$ cat config.mk
export PLATFORM = sky130hd
export DESIGN_NAME = fp_issue_scheduler
export DESIGN_NICKNAME = d
export VERILOG_FILES = /design/src/rtl/fp_issue_scheduler.sv
export SDC_FILE = /design/constraint.sdc
export NUM_CORES = 1
export LEC_CHECK = 0
export CORE_ASPECT_RATIO = 1.4
export CORE_MARGIN = 3
export CORE_UTILIZATION = 35
export DETAILED_ROUTE_END_ITERATION = 8
export PLACE_DENSITY = 0.77
export SYNTH_ARGS = -nofsm -noshare
export SYNTH_HDL_FRONTEND = slang
export SYNTH_SLANG_ARGS = --single-unit
$ cat constraint.sdc
create_clock -name clk -period 9.91 [get_ports clk]
set_input_delay 1.4865 -clock clk [delete_from_list [all_inputs] [get_ports clk]]
set_output_delay 1.4865 -clock clk [all_outputs]
set_load 0.01 [all_outputs]
$ cat src/rtl/fp_issue_scheduler.sv
// Round-robin issue arbiter sharing the FP and integer pipelines, with a writeback-slot
// reservation shift register. Optional perf counters are built when FP_ISSUE_STATS_EN is defined.
module fp_issue_scheduler #(
  parameter int unsigned THREADS    = 4,
  parameter int unsigned FP_LATENCY = 5
) (
  input  logic                       clk,
  input  logic                       reset,
  input  logic [THREADS-1:0]         ts_request,
  input  logic [THREADS-1:0]         ts_is_fp,
  input  logic                       ix_stall,
  output logic [THREADS-1:0]         fis_grant_oh,
  output logic                       fis_issue_valid,
  output logic                       fis_issue_is_fp,
  output logic [$clog2(THREADS)-1:0] fis_grant_idx,
  output logic [31:0]                perf_fp_issue,
  output logic [31:0]                perf_wb_conflict
);

  localparam int unsigned IDX_W  = $clog2(THREADS);
  localparam int unsigned SLOT_W = FP_LATENCY - 1;
  localparam int unsigned CNT_W  = 32;

  logic [SLOT_W-1:0]  wb_slot_q, wb_slot_d;
  logic [IDX_W-1:0]   last_grant_q, last_grant_d;
  logic [THREADS-1:0] eligible;
  logic [THREADS-1:0] grant_oh_c;
  logic [IDX_W-1:0]   grant_idx_c;
  logic               found;
  logic               issue_fp;
  int unsigned        cand;
  logic [IDX_W-1:0]   cand_idx;

  // Integer requests are masked when an FP writeback already owns the next cycle.
  assign eligible = ts_request & (ts_is_fp | {THREADS{~wb_slot_q[0]}}) & {THREADS{~ix_stall}};

  always_comb begin
    grant_oh_c  = '0;
    grant_idx_c = '0;
    found       = 1'b0;
    cand        = 0;
    cand_idx    = '0;
    for (int unsigned off = 1; off <= THREADS; off++) begin
      cand     = (32'(last_grant_q) + off) % THREADS;
      cand_idx = IDX_W'(cand);
      if (!found && eligible[cand_idx]) begin
        found                = 1'b1;
        grant_idx_c          = cand_idx;
        grant_oh_c[cand_idx] = 1'b1;
      end
    end
  end

  assign fis_grant_oh    = grant_oh_c;
  assign fis_issue_valid = |grant_oh_c;
  assign fis_issue_is_fp = |(grant_oh_c & ts_is_fp);
  assign fis_grant_idx   = grant_idx_c;
  assign issue_fp        = fis_issue_is_fp;

  always_comb begin
    wb_slot_d = '0;
    for (int unsigned k = 0; k + 1 < SLOT_W; k++) begin
      wb_slot_d[k] = wb_slot_q[k+1];
    end
    wb_slot_d[SLOT_W-1] = issue_fp;
    last_grant_d        = fis_issue_valid ? grant_idx_c : last_grant_q;
  end

  always_ff @(posedge clk or posedge reset) begin
    if (reset) begin
      wb_slot_q    <= '0;
      last_grant_q <= IDX_W'(THREADS - 1);
    end else begin
      wb_slot_q    <= wb_slot_d;
      last_grant_q <= last_grant_d;
    end
  end

`ifdef FP_ISSUE_STATS_EN
  logic [CNT_W-1:0] fp_cnt_q, fp_cnt_d;
  logic [CNT_W-1:0] conf_cnt_q, conf_cnt_d;
  logic             conflict_c;

  // A conflict cycle is any unstalled cycle where some integer requester sees the slot taken.
  assign conflict_c = !ix_stall && wb_slot_q[0] && (|(ts_request & ~ts_is_fp));

  always_comb begin
    fp_cnt_d   = fp_cnt_q + CNT_W'(issue_fp);
    conf_cnt_d = conf_cnt_q + CNT_W'(conflict_c);
  end

  always_ff @(posedge clk or posedge reset) begin
    if (reset) begin
      fp_cnt_q   <= '0;
      conf_cnt_q <= '0;
    end else begin
      fp_cnt_q   <= fp_cnt_d;
      conf_cnt_q <= conf_cnt_d;
    end
  end

  assign perf_fp_issue    = fp_cnt_q;
  assign perf_wb_conflict = conf_cnt_q;
`else
  assign perf_fp_issue    = '0;
  assign perf_wb_conflict = '0;
`endif

endmodule

After elaboration in Yosys (flattened, before gate mapping):

Cells that the tools add are included.

* add/subtract/negate cells: 4
* order comparisons: 8
* muxes and demuxes: 27
* bitwise operators: 9
* reductions and logical operators: 12

Operator list (number)
* two-way mux 4 bit: 4
* bitwise OR 4 bit: 4
* AND 4 bit: 3
* < comparator 2 x 3 -> 1 bit, second input constant: 4
* two-way mux 1 bit: 11
* binary-select mux 1 bit (select 2 bit): 4
* demux 1 bit (select 2 bit): 4
* >= comparator 2 x 1 -> 1 bit, second input constant: 4
* two-way mux 2 bit: 4
* OR reduction 4 bit: 2
* logical AND 1 bit: 7
* adder 2 x 1 -> 2 bit, second input constant: 2
* adder 2 bit, second input constant: 2
* logical NOT 1 bit: 3
* NOT 1 bit: 2

* register bits after elaboration: 6
* input bits: 11
* output and inout bits: 72
* logic and storage cells: 62

Depth between registers and ports, before layout:

Gate-level depths: netlist of the first run.

* word-level depth: 18
* gate-level depth with buffers: 9
* depth with buffers taken out: 8

Least setup slack after synthesis of the first run:

No wires, ideal clock.

* kind: input to output
* start point: input ts_is_fp[3]
* end point: output fis_issue_valid
* arrival: 3.593 ns
* data required time: 8.424 ns
* path slack: 4.831 ns
* stages on the path: 7
* path buffers: 1
* cells stage by stage: nand2b_1 > and3b_1 > buf_6 > mux4_2 > a22o_1 > a221o_1 > or4_4

* word-level cells in the longest chain between the ends: 16
* elaborated cells on any way between the ends: 28
* classes of those cells: mux (15); bitwise (6); reduce/logical (7)

RTL lines
* from (decl): RTL line 10 `input logic [THREADS-1:0] ts_is_fp,`
* bitwise OR 4 bit *: RTL line 35 `assign eligible = ts_request & (ts_is_fp | {THREADS{~wb_slot_q[0]}}) & {THREADS{~ix_stall}};`
* AND 4 bit * (2 in series): RTL line 35
* binary-select mux 1 bit (select 2 bit): RTL line 46 `if (!found && eligible[cand_idx]) begin`
* two-way mux 1 bit (implied by the code): RTL line 46
* two-way mux 1 bit: RTL line 46
* logical NOT 1 bit: RTL line 46
* logical AND 1 bit: RTL line 46
* two-way mux 1 bit: RTL line 46
* logical NOT 1 bit: RTL line 46
* logical AND 1 bit: RTL line 46
* two-way mux 1 bit: RTL line 46
* logical NOT 1 bit: RTL line 46
* logical AND 1 bit: RTL line 46
* two-way mux 4 bit *: RTL line 46
* net fis_grant_oh[1]: RTL line 12 `output logic [THREADS-1:0] fis_grant_oh,`
* OR reduction 4 bit *: RTL line 55 `assign fis_issue_valid = |grant_oh_c;`
* to (decl): RTL line 13 `output logic fis_issue_valid,`

Mark *: on every way through the listed nets, which the timed path passes. The rest lies on a longest branch. The select of a mux whose other input is x is not followed.

Worst setup path in the final report of the first run:

* start point: input ts_is_fp[3]
* end point: output fis_issue_valid

* word-level cells in the longest chain between the ends: 16
* elaborated cells on any way between the ends: 28
* classes of those cells: mux (15); bitwise (6); reduce/logical (7)

RTL lines (RTL line)
* bitwise OR 4 bit *: 35
* AND 4 bit * (2 in series): 35
* binary-select mux 1 bit (select 2 bit): 46
* two-way mux 1 bit (implied by the code): 46
* two-way mux 1 bit: 46
* logical NOT 1 bit: 46
* logical AND 1 bit: 46
* two-way mux 1 bit: 46
* logical NOT 1 bit: 46
* logical AND 1 bit: 46
* two-way mux 1 bit: 46
* logical NOT 1 bit: 46
* logical AND 1 bit: 46
* two-way mux 4 bit *: 46
* OR reduction 4 bit *: 55

Every way passes the cells marked *; elsewhere a longest branch is shown, timed or not. The select of a mux whose other input is x is not followed.

==> impl_results.md, run 1 <==
* Layout filler cell count at 330
* R2R depth at 7
* Die area at 4102 sq um
* Grt ovf at 0
* Worst Path Buf+Inv at 2
* Critical Path Max Stage Delay at 0.58 ns
* Gr usage total at 0.09469
* WL/cell at 10.85 um
* Clock sink total at 6
* Leak at 0.5994 nW
* CTS tree: done
* R2R Setup Slk at 6.67 ns
* Rows at 24
* Area of the core at 3183 sq um
* Post-CTS resize count at 0
* Vias per inst at 4.354
* Detailed placement HPWL at 1.756 mm
* Setup TNS at 0 ns
* Initial antenna violation count at 0
* Final Setup Violations at 0
* Total chip power at 0.3559 mW
* Syn-to-layout area delta at 0.9575%
* Synth area leaders: buf_4 41%, dfrtp_1 8.5%, ha_1 7.4%, mux4_2 5.7%, dfstp_2 4.5%
* Worst-path fanout max at 7
* Mapped cell area at 1176 sq um
* Synth Area per Inst at 8.523 sq um
* Vias in the first global route at 685
* Synth top area share at 0.4085
* DR WL met3 at 256 um
* CTS clk-pin slew, worst paths at 0.04 ns
* Critical Path, Cell by Cell: clkdlybuf4s50_1 -> nand2b_1 -> and3b_1 -> mux4_2 -> a22o_1 -> a221o_1 -> or4_4 -> clkdlybuf4s50_1
* Ys async rst share at 1.000
* H-tree Lvls at 1
* Drt pass-1 iters at 4
* Wl on met1 at 676 um
* Hold Path Class: reg2reg
* Post-CTS setup repair buffer count at 0
* Final period util at 0.6090
* Post-route minimum period at 6.035 ns
* Routed Antenna Nets at 0
* Reg2reg start: last_grant_q[0]
* Status: complete, no violations
* Peak VDD IR at 0.1973 mV
* Root buf cell: clkbuf_8
* Drt total wl at 2.116 mm
* First-pass GRT wire length at 2.884 mm
* Max layer used: met4
* Fin. Hold Viols at 0
* Longest Clk Path Bufs at 2
* Post-synth EDFFs at 0
* Fmax achieved at 165.7 MHz
* Vias at 849
* Drc violations at 0
* Register area share after synthesis at 0.1298
* Worst setup EP type: output port
* Max-slew violations at 0
* Hold path endpoint: wb_slot_q[2]
* Cell count along the critical path at 8
* #FFs+latches synth at 6
* Crit path kind: in2out
* Die Wd at 54.99 um
* Critical path launch point type: input pin
* Num ports at 83
* RSZ-0062 raised after global routing: no
* CP required at 8.42 ns
* Hold Crit Start: wb_slot_q[3]
* CTS buffer count at 3
* Crit-path slowest cell: or4_4
* Critical Path AT at 4.55 ns
* MaxCap Viol Count at 0
* Ant diodes at 0
* Routability cong. at 0.8580
* Die height at 74.59 um
* Cell mode on critical path: clkdlybuf4s50_1
* Hold-fix buffers, CTS at 0
* Crit path max-delay family: simple AND/OR/NAND/NOR gates
* Largest net degree at the start of global routing at 19
* IO buf count at 18
* Post-Synthesis Cells at 138
* Final core utilization at 0.3730
* Top_reg_cell synth: dfrtp_1
* Fin Clk Skew at 0.001764 ns
* Synth top cells by count: 64 x buf_4, 7 x ha_1, 5 x nand2_1, 5 x nor2_1
* Relative slew slack at 0.5156
* Yosys Warn Count at 0
* Hold depth at 0
* Met2 routed wirelength at 1.123 mm
* Final net count at 175
* Tightest Pin Transition at 0.7172 ns
* Layout cells sized above 1 at 0.07051
* Worst skew pair latency at 0.23 ns
* Detailed router's first-iteration violation count at 15
* Netlist cell types at 28
* Initial Utilization at 0.3695
* Most numerous cell in the Yosys netlist: buf_4
* PwrDens at 299.7 nW/um^2
* R2R Path End: last_grant_q[1]
* Largest area contributor in the netlist: buf_4
-- worst max path at each step --
| stage | to | start |
|---|---|---|
| floorplan | fis_issue_valid | ts_is_fp[3] |
| global placement | fis_issue_valid | ts_is_fp[3] |
| detailed placement | fis_issue_valid | ts_is_fp[3] |
| CTS | fis_issue_valid | ts_is_fp[3] |
| global route | fis_issue_valid | ts_is_fp[3] |
| finish | fis_issue_valid | ts_is_fp[3] |
-- layout make-up --
cell class / instances / area, sq um / share of cell area
Clock buffer: 4 / 45.04 / 0.03793
Inverter: 3 / 11.26 / 0.009484
Multi-Input combinational cell: 125 / 749.5 / 0.6312
Sequential cell: 6 / 152.6 / 0.1286
Tap cell: 39 / 48.80 / 0.04110
Timing Repair Buffer: 18 / 180.2 / 0.1517
-- cells by family after synthesis --
family,synth area share
buffers and inverters,0.4340
and+or+nand+nor,0.1394
AOI/OAI and AO/OA,0.1362
adders and majority gates,0.07446
DFF,0.1298
muxes,0.08298
other,0.003188
-- worst reg2reg max path: stages (launching register included) --
cell and delay [ns]:
dfstp_2 0.72, inv_1 0.21, ha_1 0.39, mux4_2 0.39
a22o_1 0.25, a221o_1 0.31, or4_4 0.58, mux2_4 0.31
-- routing by layer --
metal,up-vias,global-route usage
met3,9,0.006012
met2,71,0.1855
met1,382,0.08627
met5,-,0
met4,0,0.06486
li1,387,-
-- power by group --
| part | switching [mW] | internal (mW) |
|---|---|---|
| Clock | 0.0122 | 0.0278 |
| Sequential | 0.0202 | 0.0402 |
| Combinational | 0.120 | 0.135 |
| Total | 0.152 | 0.203 |
-- sequential cells by signal, summed over array words and instances (netlist names) --
| signal | cells |
|---|---|
| wb_slot_q | 4 |
| last_grant_q | 2 |
-- layout by cell type (no fill, tap or decap), types with 5 or more instances in the layout --
cell,synthesis,routed
nor2_1,5,5
clkdlybuf4s50_1,0,18
conb_1,1,64
nand2_1,5,5
ha_1,7,7
-- stage by stage --
step           hold WS, ns  worst slack, ns  std cells  area (sq um)
5_1_grt             0.3519            3.766        195          1187
6_report            0.3433            3.875        195          1187
2_1_floorplan       0.3312            4.831        201          1413
3_5_place_dp        0.3435            3.859        191          1142
3_3_place_gp        0.3371            3.870        191          1142
4_1_cts             0.3417            3.856        195          1187
(Power assumes the default switching activity.)
==> inputs of run 2 (changes only) <==
Settings changed: CORE_UTILIZATION 35 to 32, PLACE_DENSITY 0.77 to 0.74.
Clock period 9.91 ns to 5.53 ns, I/O delays scaled along.
==> impl_results.md, run 2 (synthesized netlist as in run 1, its figures left out) <==
* Max-slew violations at 0
* Peak VDD IR at 0.3690 mV
* Root buf cell: clkbuf_8
* Setup TNS at 0 ns
* Die area at 4449 sq um
* Detailed placement HPWL at 1.741 mm
* Hold Crit Start: wb_slot_q[1]
* Gr usage total at 0.08143
* Critical Path AT at 3.91 ns
* Rows at 25
* Clock sink total at 6
* MaxCap Viol Count at 0
* Worst setup EP type: output port
* Grt ovf at 0
* Drt total wl at 2.045 mm
* Largest net degree at the start of global routing at 19
* CTS clk-pin slew, worst paths at 0.04 ns
* Status: complete, no violations
* Worst Path Buf+Inv at 2
* WL/cell at 10.43 um
* IO buf count at 18
* Cell mode on critical path: clkdlybuf4s50_1
* Leak at 0.5994 nW
* Worst skew pair latency at 0.22 ns
* Crit path kind: in2out
* Layout cells sized above 1 at 0.07051
* Fin. Hold Viols at 0
* Wl on met1 at 647 um
* Critical Path, Cell by Cell: clkdlybuf4s50_1 -> nand2b_1 -> and3b_1 -> mux4_2 -> a22o_1 -> a221o_1 -> or4_4 -> clkdlybuf4s50_1
* Worst-path fanout max at 7
* Final Setup Violations at 0
* Relative slew slack at 0.5044
* Hold-fix buffers, CTS at 0
* Die height at 77.73 um
* Cells after DPL at 192
* Area of the core at 3441 sq um
* CTS tree: done
* Post-route minimum period at 4.736 ns
* CP startpoint: ts_is_fp[3]
* Area of the multi-input gates at 749.5 sq um
* Max layer used: met4
* Detailed router's first-iteration violation count at 27
* Routability cong. at 0.8195
* Vias at 844
* Fin Clk Skew at 0.002430 ns
* Critical Path Max Stage Delay at 0.58 ns
* Drc violations at 0
* Biggest regs: wb_slot_q: 4 flops, last_grant_q: 2 flops
* Vias in the first global route at 658
* Hold Path Class: reg2reg
* Fmax achieved at 211.2 MHz
* Drt pass-1 iters at 4
* Vias per inst at 4.306
* CP required at 4.70 ns
* Die Wd at 57.24 um
* Crit path max-delay family: simple AND/OR/NAND/NOR gates
* Syn-to-layout area delta at 1.064%
* Reg2reg start: last_grant_q[0]
* Initial antenna violation count at 0
* Post-CTS resize count at 0
* Crit-path slowest cell: or4_4
* Layout filler cell count at 343
* Post-CTS setup repair buffer count at 0
* PwrDens at 527.3 nW/um^2
* Post-Layout Cell Count at 196
* Ant diodes at 0
* Final period util at 0.8564
* Initial Utilization at 0.3418
* Seq. cell area at 152.6 sq um
* Num ports at 83
* Tightest Pin Transition at 0.7338 ns
* Critical path launch point type: input pin
* Max FFs per register at 4
* Final net count at 175
* H-tree Lvls at 1
* Longest Clk Path Bufs at 2
* Routed Antenna Nets at 0
* CTS buffer count at 3
* First-pass GRT wire length at 2.980 mm
* RSZ-0062 raised after global routing: no
* Fin Hold WS at 0.3481 ns
* Most common cell after layout, fill and taps aside: conb_1
* DR WL met3 at 284 um
* Register with the most flip-flops: wb_slot_q
* Most frequent cells in the layout: 64 x conb_1, 18 x clkdlybuf4s50_1, 7 x ha_1, 5 x nor2_1, 5 x nand2_1
* Met2 routed wirelength at 1.067 mm
==> run 2: cell counts in the layout (fill, tap and decap cells not counted) <==
Identical to the previous run, type by type.
==> run 2: area by class of cell <==
cell class                 instances  area share
clock buffer                       4     0.03789
inverter                           3    0.009474
multi-input combinational        125      0.6305
sequential                         6      0.1284
tap                               40     0.04211
timing repair buffer              18      0.1516
==> run 2: path summary, 6_finish.rpt <==
| check | end | slack [ns] | cells past startpoint |
|---|---|---|---|
| worst max-delay path | fis_issue_valid | 0.79 | 8 |
| worst min-delay path | wb_slot_q[0] | 0.35 | 0 |
| worst max register to register | last_grant_q[1] | 2.28 | 7 |
| worst min register to register | wb_slot_q[0] | 0.35 | 0 |
| max in group asynchronous | last_grant_q[1] | 4.46 | 2 |
| min in group asynchronous | wb_slot_q[0] | 0.82 | 2 |
==> run 2: layer usage <==
metal | global-route usage | up-vias
met5 | 0 | -
met4 | 0.03016 | 0
met3 | 0.01165 | 6
met2 | 0.1590 | 76
met1 | 0.08392 | 371
li1 | - | 391
==> run 2: stage by stage <==
step / power (mW) / util / instance area, sq um / setup slack (ns)
final: 0.6268 / 0.3455 / 1189 / 0.7941
after global routing: 0.6780 / 0.3455 / 1189 / 0.7068
after CTS: 0.6307 / 0.3455 / 1189 / 0.7823
after detailed placement: 0.5609 / 0.3324 / 1144 / 0.7872
after global placement: 0.5597 / 0.3324 / 1144 / 0.8003
after floorplan: 0.4357 / - / 1413 / 1.765
==> run 2: report_power, final <==
part	switching, mW	internal (mW)
clock network	0.0179	0.0495
registers	0.0370	0.0721
logic	0.208	0.242
==> inputs of run 3 (changes only) <==
Settings changed: TNS_END_PERCENT set to 30.
==> results of run 3 <==
No change in the layout: final DEF, timing and power equal those of run 2.
